## config.mk

```make
export PLATFORM = sky130hd
export DESIGN_NAME = vga_timing_ctrl
export DESIGN_NICKNAME = d
export VERILOG_FILES = /design/src/rtl/vga_timing_pkg.sv /design/src/rtl/vga_phase_counter.sv /design/src/rtl/vga_timing_ctrl.sv
export SDC_FILE = /design/constraint.sdc
export NUM_CORES = 1
export LEC_CHECK = 0
export CAP_MARGIN = 10
export CORE_MARGIN = 1.5
export CORE_UTILIZATION = 40
export CTS_CLUSTER_DIAMETER = 50
export DETAILED_ROUTE_END_ITERATION = 7
export PLACE_DENSITY = 0.71
export SETUP_SLACK_MARGIN = 0.4
export SLEW_MARGIN = 40
export SYNTH_ARGS = -nofsm -noshare
export SYNTH_HDL_FRONTEND = slang
export SYNTH_HIERARCHICAL = 1
export SYNTH_SLANG_ARGS = --single-unit
```

## constraint.sdc

```tcl
create_clock -name Clk -period 5.6 [get_ports Clk]
set_clock_uncertainty 0.1 [all_clocks]
set_input_delay 0.84 -clock Clk [delete_from_list [all_inputs] [get_ports Clk]]
set_output_delay 0.84 -clock Clk [all_outputs]
set_load 0.03 [all_outputs]
```

## src/rtl/vga_timing_pkg.sv

```systemverilog
// VGA 640x480@60 timing constants and FSM state types.
// Shared by vga_phase_counter and vga_timing_ctrl.
package vga_timing_pkg;

  localparam int H_ACTIVE_C = 640;
  localparam int H_FRONT_C  = 16;
  localparam int H_SYNC_C   = 96;
  localparam int H_BACK_C   = 48;
  localparam int H_TOTAL_C  = H_ACTIVE_C + H_FRONT_C
                            + H_SYNC_C + H_BACK_C;
  localparam int H_SYNC_START_C = H_ACTIVE_C + H_FRONT_C;
  localparam int H_SYNC_END_C   = H_SYNC_START_C + H_SYNC_C - 1;

  localparam int V_ACTIVE_C = 480;
  localparam int V_FRONT_C  = 10;
  localparam int V_SYNC_C   = 2;
  localparam int V_BACK_C   = 33;
  localparam int V_TOTAL_C  = V_ACTIVE_C + V_FRONT_C
                            + V_SYNC_C + V_BACK_C;
  localparam int V_SYNC_START_C = V_ACTIVE_C + V_FRONT_C;
  localparam int V_SYNC_END_C   = V_SYNC_START_C + V_SYNC_C - 1;

  localparam logic SYNC_POL_C = 1'b0;

  typedef enum logic [1:0] {
    CTRL_IDLE,
    CTRL_RUN,
    CTRL_DRAIN
  } ctrl_t;

  typedef enum logic [1:0] {
    PH_ACTIVE,
    PH_FRONT,
    PH_SYNC,
    PH_BACK
  } phase_t;

endpackage

```

## src/rtl/vga_phase_counter.sv

```systemverilog
// One raster axis: position counter plus ACTIVE/FRONT/SYNC/BACK phase FSM.
// Also exposes next-state values so the parent can register decoded outputs.
module vga_phase_counter
  import vga_timing_pkg::*;
#(
  parameter int ACTIVE = H_ACTIVE_C,
  parameter int FRONT  = H_FRONT_C,
  parameter int SYNC   = H_SYNC_C,
  parameter int BACK   = H_BACK_C
) (
  input  logic       Clk,
  input  logic       Reset,
  input  logic       adv,
  input  logic       clr,
  output logic [9:0] count,
  output logic [9:0] count_nxt,
  output phase_t     phase,
  output phase_t     phase_nxt,
  output logic       wrap
);

  localparam logic [9:0] A_END = 10'(ACTIVE - 1);
  localparam logic [9:0] F_END = 10'(ACTIVE + FRONT - 1);
  localparam logic [9:0] S_END = 10'(ACTIVE + FRONT + SYNC - 1);
  localparam logic [9:0] T_END =
    10'(ACTIVE + FRONT + SYNC + BACK - 1);

  logic [9:0] count_q, count_d;
  phase_t     phase_q, phase_d;

  assign wrap = adv & (count_q == T_END);

  always_comb begin
    count_d = count_q;
    phase_d = phase_q;
    if (clr) begin
      count_d = '0;
      phase_d = PH_ACTIVE;
    end else if (adv) begin
      count_d = wrap ? '0 : count_q + 10'd1;
      unique case (phase_q)
        PH_ACTIVE: if (count_q == A_END) phase_d = PH_FRONT;
        PH_FRONT:  if (count_q == F_END) phase_d = PH_SYNC;
        PH_SYNC:   if (count_q == S_END) phase_d = PH_BACK;
        PH_BACK:   if (count_q == T_END) phase_d = PH_ACTIVE;
        default:   phase_d = PH_ACTIVE;
      endcase
    end
  end

  always_ff @(posedge Clk) begin
    if (Reset) begin
      count_q <= '0;
      phase_q <= PH_ACTIVE;
    end else begin
      count_q <= count_d;
      phase_q <= phase_d;
    end
  end

  assign count     = count_q;
  assign count_nxt = count_d;
  assign phase     = phase_q;
  assign phase_nxt = phase_d;

endmodule

```

## src/rtl/vga_timing_ctrl.sv

```systemverilog
// VGA raster sequencer: Clk/2 pixel tick, frame-aligned start/stop on En.
// VGA_TIMING_OUTREG_EN adds one register stage on the raster outputs.
module vga_timing_ctrl
  import vga_timing_pkg::*;
#(
  parameter int   H_ACTIVE = H_ACTIVE_C,
  parameter int   H_FRONT  = H_FRONT_C,
  parameter int   H_SYNC   = H_SYNC_C,
  parameter int   H_BACK   = H_BACK_C,
  parameter int   V_ACTIVE = V_ACTIVE_C,
  parameter int   V_FRONT  = V_FRONT_C,
  parameter int   V_SYNC   = V_SYNC_C,
  parameter int   V_BACK   = V_BACK_C,
  parameter logic SYNC_POL = SYNC_POL_C
) (
  input  logic       Clk,
  input  logic       Reset,
  input  logic       En,
  output logic       pix_tick,
  output logic [9:0] pixel_x,
  output logic [9:0] pixel_y,
  output logic       video_on,
  output logic       hsync,
  output logic       vsync,
  output logic       line_end,
  output logic       frame_start,
  output logic       busy
);

  localparam logic [9:0] H_LAST =
    10'(H_ACTIVE + H_FRONT + H_SYNC + H_BACK - 1);

  ctrl_t      ctrl_q, ctrl_d;
  logic       div_q, div_d;
  logic       idle;
  logic       h_wrap, v_wrap;
  logic [9:0] h_cnt, h_cnt_n, v_cnt, v_cnt_n;
  phase_t     h_ph, h_ph_n, v_ph, v_ph_n;
  logic       run_n, tick_n;

  logic hsync_q, hsync_d;
  logic vsync_q, vsync_d;
  logic von_q, von_d;
  logic le_q, le_d;
  logic fs_q, fs_d;

  assign idle     = (ctrl_q == CTRL_IDLE);
  assign pix_tick = div_q & ~idle;
  assign busy     = ~idle;

  vga_phase_counter #(
    .ACTIVE(H_ACTIVE), .FRONT(H_FRONT),
    .SYNC(H_SYNC),     .BACK(H_BACK)
  ) u_h (
    .Clk(Clk), .Reset(Reset),
    .adv(pix_tick), .clr(idle),
    .count(h_cnt), .count_nxt(h_cnt_n),
    .phase(h_ph), .phase_nxt(h_ph_n),
    .wrap(h_wrap)
  );

  vga_phase_counter #(
    .ACTIVE(V_ACTIVE), .FRONT(V_FRONT),
    .SYNC(V_SYNC),     .BACK(V_BACK)
  ) u_v (
    .Clk(Clk), .Reset(Reset),
    .adv(h_wrap), .clr(idle),
    .count(v_cnt), .count_nxt(v_cnt_n),
    .phase(v_ph), .phase_nxt(v_ph_n),
    .wrap(v_wrap)
  );

  // RUN vs DRAIN only records En; it is acted on at the frame wrap.
  always_comb begin
    ctrl_d = ctrl_q;
    unique case (ctrl_q)
      CTRL_IDLE: if (En) ctrl_d = CTRL_RUN;
      CTRL_RUN, CTRL_DRAIN: begin
        if (v_wrap) ctrl_d = En ? CTRL_RUN : CTRL_IDLE;
        else        ctrl_d = En ? CTRL_RUN : CTRL_DRAIN;
      end
      default: ctrl_d = CTRL_IDLE;
    endcase
  end

  assign div_d  = idle ? 1'b0 : ~div_q;
  assign run_n  = (ctrl_d != CTRL_IDLE);
  assign tick_n = run_n & div_d;

  always_comb begin
    hsync_d = (run_n && h_ph_n == PH_SYNC) ? SYNC_POL : ~SYNC_POL;
    vsync_d = (run_n && v_ph_n == PH_SYNC) ? SYNC_POL : ~SYNC_POL;
    von_d   = run_n && h_ph_n == PH_ACTIVE && v_ph_n == PH_ACTIVE;
    le_d    = tick_n && h_cnt_n == H_LAST;
    fs_d    = tick_n && h_cnt_n == '0 && v_cnt_n == '0;
  end

  always_ff @(posedge Clk) begin
    if (Reset) begin
      ctrl_q  <= CTRL_IDLE;
      div_q   <= 1'b0;
      hsync_q <= ~SYNC_POL;
      vsync_q <= ~SYNC_POL;
      von_q   <= 1'b0;
      le_q    <= 1'b0;
      fs_q    <= 1'b0;
    end else begin
      ctrl_q  <= ctrl_d;
      div_q   <= div_d;
      hsync_q <= hsync_d;
      vsync_q <= vsync_d;
      von_q   <= von_d;
      le_q    <= le_d;
      fs_q    <= fs_d;
    end
  end

`ifdef VGA_TIMING_OUTREG_EN
  // Delay stage lines the raster up with a 1-cycle RAM read.
  logic [24:0] out_q, out_d, out_rst;

  assign out_d   = {hsync_q, vsync_q, von_q, le_q, fs_q,
                    h_cnt, v_cnt};
  assign out_rst = {~SYNC_POL, ~SYNC_POL, 3'b000, 20'd0};

  always_ff @(posedge Clk) begin
    if (Reset) out_q <= out_rst;
    else       out_q <= out_d;
  end

  assign {hsync, vsync, video_on, line_end, frame_start,
          pixel_x, pixel_y} = out_q;
`else
  assign hsync       = hsync_q;
  assign vsync       = vsync_q;
  assign video_on    = von_q;
  assign line_end    = le_q;
  assign frame_start = fs_q;
  assign pixel_x     = h_cnt;
  assign pixel_y     = v_cnt;
`endif

endmodule
```

==> flow_summary.json, run 1 <==
{
  "htreeDepth": 2,
  "final_common_cell": "nor2_1",
  "p_per_area_nw_per_um2": 216,
  "power_mw": 0.466,
  "async_flop_share": 0,
  "grt_pass1_wl_um": 6900,
  "synth_area_um2": 1780,
  "grt-ovfl-total": 0,
  "die_y_um": 69.7,
  "grtUsageMet2": 0.291,
  "ctsLongestPathBuffers": 2,
  "syn_avg_cell_area_um2": 8.36,
  "synthTopCellsByArea": "dfxtp_1 (36%), nor2_1 (11%), xnor2_1 (5.4%)",
  "cts.sinks": 32,
  "ctsResizeCount": 0,
  "path_class": "flop to flop",
  "p_leak_nw": 0.712,
  "cpPeakStageDelay_ns": 0.46,
  "fin_cells": 292,
  "drv_cap": 0,
  "post-route-min-period_ns": 4.16,
  "outcome": "finished clean",
  "critPathTopFamily": "simple AND/OR/NAND/NOR gates",
  "drc": 0,
  "regToRegEndpoint": "frame_start",
  "hp-start": "div_q",
  "grt.busiest_layer": "met2",
  "ant_nets": 0,
  "startpoint_type": "flop",
  "place_inst": 284,
  "slew_viol_final": 0,
  "pin_count": 30,
  "grt_use_met1": 0.222,
  "rsz0062_at_grt": "false",
  "area_growth_pct": 21.1,
  "wl_per_cell_um": 13.9,
  "grt_max_degree": 15,
  "worstPathRequired_ns": 5.72,
  "ir_drop_mv": 0.0875,
  "dp_hpwl_um": 3030,
  "viasPerCell": 5.44,
  "clock-root-buffer": "clkbuf_8",
  "place_congestion": 0.804,
  "rr_startpoint": "ctrl_q[1]",
  "rows": 24,
  "wl_um": 4070,
  "fmax_mhz": 240,
  "holdPathEnd": "div_q",
  "arrival_ns": 4.28,
  "finalWorstSetupSlack_ns": 1.44,
  "drtIter0Drc": 111,
  "fp.dieW_um": 69.7,
  "layout-drive-gt1-share": 0.0833,
  "cp_max_fo": 14,
  "finalNetCount": 249,
  "path_cells": "inv_1 -> ha_1 -> nor2b_1 -> and4_1 -> nand4_1 -> inv_1 -> and4b_4 -> and3_4 -> or2_1 -> nor2_1 -> nor4_1 -> nand4_1 -> or4_1 -> nor2_1",
  "fin_crit_sh": 0.744,
  "synthFlopType": "dfxtp_1",
  "grt_antenna_before_repair": 0,
  "synth_top_area_frac": 0.360,
  "reg2reg_setup_slack_ns": 1.44,
  "synth_edf_count": 0,
  "synth_top_cell_by_area": "dfxtp_1",
  "vias": 1588,
  "mostFrequentLayoutCells": "nor2_1 (51), dfxtp_1 (32), clkdlybuf4s50_1 (29), xnor2_1 (11), nand4_1 (10)",
  "cts_setup_buffers": 0,
  "fp.dieArea_um2": 4860,
  "tns_ns": 0,
  "ys_seq_elements": 32,
  "synth_nets": 223,
  "ff2ff_path_depth": 14,
  "worstHoldPathCells": 1,
  "start_util": 0.412,
  "setup_viol": 0,
  "clkTransAtPathRegs_ns": 0.06,
  "relSlewSlack": 0.677,
  "cts_tree": "done",
  "cp_slowest_cell": "nor2b_1",
  "cts_hold_buf": 0,
  "hp-class": "flop to flop",
  "globalRouteMet3Util": 0.0451,
  "ys_warn_count": 6,
  "drt_pass1_iterations": 4,
  "tightestPinTransition_ns": 0.484,
  "final_core_utilization": 0.499,
  "yosysUniqueCellTypes": 47,
  "hold_viol_final": 0,
  "insertedDiodeCount": 0,
  "cts_buffers": 5,
  "io_buffer_count": 29,
  "dp_slack_ns": 1.47,
  "core_area_um2": 4320,
  "crit_buf_inv": 2,
  "layout.area.seq_um2": 641,
  "clock_latency_ns": 0.28,
  "end_kind": "flop",
  "syn_inst": 213,
  "multiInputGateArea_um2": 1040,
  "grt_pass1_vias": 1514,
  "fillers": 441,
  "seq_area_frac_synth": 0.360,
  "grt_usage": 0.177
}
==> sequential cells by signal, indices dropped and copies added (netlist names), 2 cells and up <==
signal and flops:
u_v/phase 2, ctrl_q 2, u_h/count 10, u_h/phase 2
u_v/count 10
==> synth_stat cells, types with 2 or more instances <==
| master | n |
|---|---|
| nor2b_1 | 2 |
| or3b_2 | 2 |
| nor2_1 | 51 |
| nand4_1 | 10 |
| xnor2_1 | 11 |
| buf_2 | 4 |
| nor3_1 | 8 |
| nor4_1 | 7 |
| nor4_2 | 3 |
| a21oi_1 | 4 |
| and4b_1 | 2 |
| a2111oi_2 | 2 |
| xor2_1 | 7 |
| inv_1 | 7 |
| nand2_1 | 7 |
| buf_6 | 3 |
| o21ai_1 | 2 |
| dfxtp_1 | 32 |
| nand3_1 | 8 |
| and2_1 | 3 |
| ha_1 | 7 |
| or4_1 | 2 |
| nand2b_1 | 4 |
| nand3b_1 | 2 |
==> layout make-up <==
| cell class | count | share of cell area |
|---|---|---|
| flip-flops and latches | 32 | 0.297 |
| repair buffers | 29 | 0.135 |
| inverters | 7 | 0.0122 |
| clock buffers | 8 | 0.0418 |
| multi-input cells | 164 | 0.484 |
| well taps | 52 | 0.0302 |
==> power breakdown <==
group          switching [mW]  leakage (nW)  internal (mW)  total, mW
logic                  0.0349         0.408         0.0168     0.0517
registers             0.00253         0.259          0.232      0.234
clock network          0.0797        0.0455          0.100      0.180
==> per-stage QoR <==
stage / instance area, um^2 / hold slack, ns
2_1_floorplan: 1780 / 0.299
3_3_place_gp: 2070 / 0.364
3_5_place_dp: 2070 / 0.376
4_1_cts: 2160 / 0.386
5_1_grt: 2160 / 0.407
6_report: 2160 / 0.380
==> metal layers <==
layer	share of wire	vias to the layer above	wire length, um
li1	-	789	-
met1	0.46	757	1860
met3	0.051	4	206
met2	0.48	38	1970
met4	0.0091	0	37
met5	0	-	0
==> worst max path at each step <==
stage / from / to / slack, ns / cells past startpoint
finish: ctrl_q[1] / frame_start / 1.44 / 14
global route: ctrl_q[0] / frame_start / 1.06 / 14
CTS: ctrl_q[1] / frame_start / 1.44 / 14
detailed placement: ctrl_q[0] / frame_start / 1.47 / 14
global placement: ctrl_q[0] / frame_start / 1.70 / 14
floorplan: ctrl_q[0] / frame_start / 1.63 / 17
==> cells by family after synthesis <==
group                    count (synthesis)  synth area share
AO/OA/AOI/OAI                           13            0.0562
multiplexers                             1           0.00562
adder cells (fa/ha/maj)                  7            0.0492
AND/OR/NAND/NOR                        125             0.387
flip-flops                              32             0.360
buffers and inverters                   17            0.0541
XOR/XNOR                                18            0.0885
==> worst reg2reg max path, stage by stage, from the launching register on <==
cell and delay, ns:
dfxtp_1 0.38, inv_1 0.08, ha_1 0.35, nor2b_1 0.47, and4_1 0.39, nand4_1 0.20, inv_1 0.34, and4b_4 0.29
and3_4 0.19, or2_1 0.28, nor2_1 0.09, nor4_1 0.32, nand4_1 0.12, or4_1 0.40, nor2_1 0.09
No activity file was read; power rests on OpenSTA's default activity.
==> run 2, diff against run 1 <==
Clock period 5.6 ns to 4.1 ns, I/O delays scaled along.
==> run 2 against run 1 <==
  * Non-clock buffer count rose by 2
  * Fmax is 26% higher
  * Hold slack worse by 0.035 ns
  * Die area unchanged
  * Routed wire length is 1.7% lower
  * Critical path depth up 1
  * Highest routed layer unchanged
==> flow_summary.json, run 2 (synthesized netlist as in run 1, its figures left out) <==
{
  "outcome": "finished clean",
  "viasPerCell": 5.30,
  "p_leak_nw": 0.725,
  "hp-class": "flop to flop",
  "drtIter0Drc": 119,
  "switching_share": 0.256,
  "startpoint_type": "flop",
  "rsz0062_at_grt": "false",
  "fin_crit_sh": 0.806,
  "area_growth_pct": 22.6,
  "seq_power_share": 0.495,
  "tightestPinTransition_ns": 0.411,
  "htreeDepth": 2,
  "drc": 0,
  "holdPathEnd": "div_q",
  "path_class": "flop to flop",
  "holdWs_ns": 0.345,
  "drv_cap": 0,
  "fillers": 444,
  "switchingPower_mw": 0.165,
  "multiInputGateArea_um2": 1050,
  "cts_tree": "done",
  "cts.sinks": 32,
  "setup_viol": 0,
  "grt_antenna_before_repair": 0,
  "intPower_mw": 0.480,
  "reg2reg_setup_slack_ns": 0.80,
  "p_clk_frac": 0.387,
  "mostFrequentLayoutCells": "nor2_1 (51), dfxtp_1 (32), clkdlybuf4s50_1 (29), xnor2_1 (11), nand4_1 (10)",
  "hp-start": "div_q",
  "ir_drop_mv": 0.129,
  "dp_hpwl_um": 2970,
  "drt_pass1_iterations": 4,
  "wl_per_cell_um": 13.6,
  "ff2ff_path_depth": 15,
  "ctsLongestPathBuffers": 2,
  "regToRegEndpoint": "frame_start",
  "start_util": 0.412,
  "place_congestion": 0.830,
  "hold_viol_final": 0,
  "insertedDiodeCount": 0,
  "finalNetCount": 251,
  "rr_startpoint": "ctrl_q[0]",
  "cp_max_fo": 9,
  "final_common_cell": "nor2_1",
  "cts_setup_buffers": 0,
  "fp.dieW_um": 69.7,
  "worstHoldPathCells": 1,
  "wl_um": 4000,
  "rows": 24,
  "pin_count": 30,
  "grt-ovfl-total": 0,
  "grt_pass1_wl_um": 6590,
  "fmax_mhz": 303,
  "io_buffer_count": 29,
  "ant_nets": 0,
  "p_per_area_nw_per_um2": 296,
  "tns_ns": 0,
  "post-route-min-period_ns": 3.30,
  "cts_buffers": 5,
  "layout-drive-gt1-share": 0.103,
  "end_kind": "flop",
  "clkTransAtPathRegs_ns": 0.06,
  "relSlewSlack": 0.724,
  "p_comb_frac": 0.118,
  "clock_latency_ns": 0.28,
  "core_area_um2": 4320,
  "layout.area.seq_um2": 641,
  "grt_usage": 0.171,
  "worstPathRequired_ns": 4.22,
  "die_y_um": 69.7,
  "vias": 1559,
  "cts_hold_buf": 0,
  "fp.dieArea_um2": 4860,
  "grt_max_degree": 14,
  "clock-root-buffer": "clkbuf_8",
  "arrival_ns": 3.43,
  "slew_viol_final": 0,
  "grt_pass1_vias": 1475
}
-- run 2: cell type report --
class,count,area share
clock buffer,8,0.0413
inverter,7,0.0120
multi-input combinational,164,0.483
sequential,32,0.294
tap,52,0.0298
timing repair buffer,31,0.140
-- run 2: layer usage --
layer | up-vias | part of all wire | global-route usage
li1 | 798 | - | -
met1 | 719 | 0.48 | 0.217
met2 | 34 | 0.45 | 0.270
met3 | 8 | 0.044 | 0.0436
met4 | 0 | 0.023 | 0.0812
met5 | - | 0 | 0
-- run 2: worst max-delay path by stage --
stage,endpoint,depth (start not counted),startpoint
after detailed placement,frame_start,14,ctrl_q[0]
after CTS,frame_start,14,ctrl_q[0]
after global placement,frame_start,14,ctrl_q[0]
final,frame_start,15,ctrl_q[0]
after global routing,frame_start,15,ctrl_q[0]
after floorplan,frame_start,17,ctrl_q[0]
-- run 2: what timing repair did --
| item | 4_1_cts | 5_1_grt |
|---|---|---|
| hold endpoints to repair | 0 | 0 |
| resized for setup | 0 | 3 |
| setup endpoints to repair | 0 | 1 |
-- run 2: power by group through the flow --
stage          registers (mW)  logic [mW]  clock network (mW)
6_report                0.319      0.0760               0.250
5_1_grt                 0.320      0.0831               0.272
4_1_cts                 0.319      0.0734               0.259
3_5_place_dp            0.326      0.0730                   0
3_3_place_gp            0.326      0.0723                   0
2_1_floorplan           0.330      0.0486                   0
-- run 2: through the flow --
stage | util | total power [mW] | setup slack [ns] | cells | instance area, um^2
final | 0.505 | 0.645 | 0.797 | 294 | 2180
after global routing | 0.505 | 0.675 | 0.447 | 294 | 2180
after CTS | 0.503 | 0.651 | 0.586 | 294 | 2170
after detailed placement | 0.482 | 0.399 | 0.614 | 286 | 2080
after global placement | 0.482 | 0.398 | 0.751 | 286 | 2080
after floorplan | - | 0.379 | 0.402 | 213 | 1780
-- run 2: worst max-delay path, cell delays in order, from the launching register on --
cell     delay (ns)
dfxtp_1        0.36
inv_1          0.08
ha_1           0.24
nor2b_4        0.22
and4_2         0.34
nand4_1        0.18
inv_1          0.13
buf_4          0.19
nand3_1        0.13
nor3_1         0.25
xnor2_1        0.18
nor2_1         0.06
nor4_1         0.17
nand4_1        0.11
or4_1          0.41
nor2_1         0.09
==> run 3, diff against run 2 <==
Clock period 4.1 ns to 3.1 ns, I/O delays scaled along.
==> run 3 against run 2 <==
  * Routed wire length increased by 14%
  * Via count is 9.7% higher
  * Clock power increased by 10%
  * Register-to-register slack got worse by 0.64 ns
  * Cell count increased by 7.5%
  * Die area stayed put
  * Sequential power up 33%
  * Combinational power is 55% higher
  * Utilization rose by 5.3 points
  * Critical path depth is the same
  * Hold slack better by 0.014 ns
  * First-iteration DRC count fell by 28%
  * Critical path type unchanged
  * Largest cell class unchanged
  * Largest power group unchanged
==> flow_summary.json, run 3 (synthesized netlist as in run 1, its figures left out) <==
{
  "relSlewSlack": 0.696,
  "path_class": "flop to flop",
  "fp.dieW_um": 69.7,
  "place_congestion": 0.828,
  "final_common_cell": "nor2_1",
  "end_kind": "flop",
  "mostFrequentLayoutCells": "nor2_1 (47), dfxtp_1 (30), clkdlybuf4s50_1 (29), buf_4 (26), xnor2_1 (11)",
  "wl_um": 4550,
  "outcome": "finished clean",
  "ir_drop_mv": 0.221,
  "final_area_um2": 2410,
  "die_y_um": 69.7,
  "slew_viol_final": 0,
  "grt_pass1_wl_um": 7450,
  "tightestPinTransition_ns": 0.452,
  "cts.sinks": 32,
  "io_buffer_count": 29,
  "htreeDepth": 2,
  "post-route-min-period_ns": 2.94,
  "p_per_area_nw_per_um2": 339,
  "grt_max_degree": 15,
  "grt_antenna_before_repair": 0,
  "finalNetCount": 276,
  "cts_buffers": 5,
  "globalRouteMet3Util": 0.0451,
  "startpoint_type": "flop",
  "drc": 0,
  "wl_per_cell_um": 14.4,
  "area_growth_pct": 35.3,
  "vias": 1711,
  "grtUsageMet2": 0.301,
  "clock-root-buffer": "clkbuf_8",
  "pin_count": 30,
  "tns_ns": 0,
  "cp_max_fo": 4,
  "grt_use_met1": 0.260,
  "cts_tree": "done",
  "ant_nets": 0,
  "worstPathRequired_ns": 3.22,
  "grt-ovfl-total": 0,
  "p_leak_nw": 0.848,
  "hold_viol_final": 0,
  "clkTransAtPathRegs_ns": 0.06,
  "core_area_um2": 4320,
  "fp.dieArea_um2": 4860,
  "insertedDiodeCount": 0,
  "arrival_ns": 3.06,
  "ctsLongestPathBuffers": 2,
  "drv_cap": 0,
  "placed_area_um2": 2150,
  "power_mw": 0.816,
  "dp_slack_ns": 0.0831,
  "setup_viol": 0,
  "dp_hpwl_um": 3060,
  "viasPerCell": 5.41,
  "drtIter0Drc": 86,
  "hp-class": "flop to flop",
  "start_util": 0.412,
  "fmax_mhz": 340,
  "finalWorstSetupSlack_ns": 0.160,
  "rsz0062_at_grt": "true",
  "drt_pass1_iterations": 4,
  "grt_usage": 0.191,
  "clock_latency_ns": 0.28,
  "fin_crit_sh": 0.948,
  "layout-drive-gt1-share": 0.242,
  "rows": 24,
  "grt.busiest_layer": "met2",
  "grt_pass1_vias": 1605
}
-- run 3: path summary, 6_finish.rpt --
| kind | startpoint | to | slack, ns | depth (start not counted) |
|---|---|---|---|---|
| setup / recovery | ctrl_q[0] | frame_start | 0.16 | 15 |
| hold / removal | div_q | div_q | 0.36 | 1 |
| setup reg to reg | ctrl_q[0] | frame_start | 0.16 | 15 |
| hold reg to reg | div_q | div_q | 0.36 | 1 |
-- run 3: per-stage QoR --
| stage | cells | utilization | hold WS, ns |
|---|---|---|---|
| 6_report | 316 | 0.557 | 0.359 |
| 5_1_grt | 316 | 0.557 | 0.377 |
| 4_1_cts | 313 | 0.542 | 0.359 |
| 3_5_place_dp | 292 | 0.497 | 0.346 |
| 3_3_place_gp | 292 | 0.497 | 0.354 |
| 2_1_floorplan | 213 | - | 0.307 |
-- run 3: cell type report --
class / count / area, um^2
clock buffers: 5 / 68.8
fillers: 403 / 1910
inverters: 7 / 26.3
multi-input cells: 165 / 1120
flip-flops and latches: 32 / 643
well taps: 52 / 65.1
repair buffers: 55 / 485
-- run 3: routing by layer --
layer	part of all wire	vias up	wire length, um
li1	-	845	-
met1	0.47	811	2140
met2	0.48	49	2180
met3	0.039	6	179
met4	0.014	0	62
met5	0	-	0
-- run 3: report_power, final --
group | switching [mW] | leakage (nW) | internal, mW | total, mW
Combinational | 0.0724 | 0.553 | 0.0452 | 0.118
Sequential | 0.00362 | 0.259 | 0.419 | 0.423
Clock | 0.131 | 0.0359 | 0.144 | 0.275
-- run 3: repair_timing --
item	4_1_cts	5_1_grt
gates cloned	1	0
gates resized for setup	3	11
pin swaps	4	11
endpoints found under the setup margin	2	5
setup buffers	15	3
hold buffers	0	0
-- run 3: critical path, cell delays in order (launching register included) --
cell	delay [ns]
dfxtp_2	0.33
inv_2	0.05
ha_4	0.16
nor2b_4	0.10
and4_4	0.23
nand4_1	0.14
inv_2	0.15
buf_4	0.14
nand3_2	0.11
nor3_2	0.16
xnor2_1	0.20
nor2_2	0.06
nor4_2	0.24
nand4_1	0.11
or4_4	0.49
nor2_2	0.10
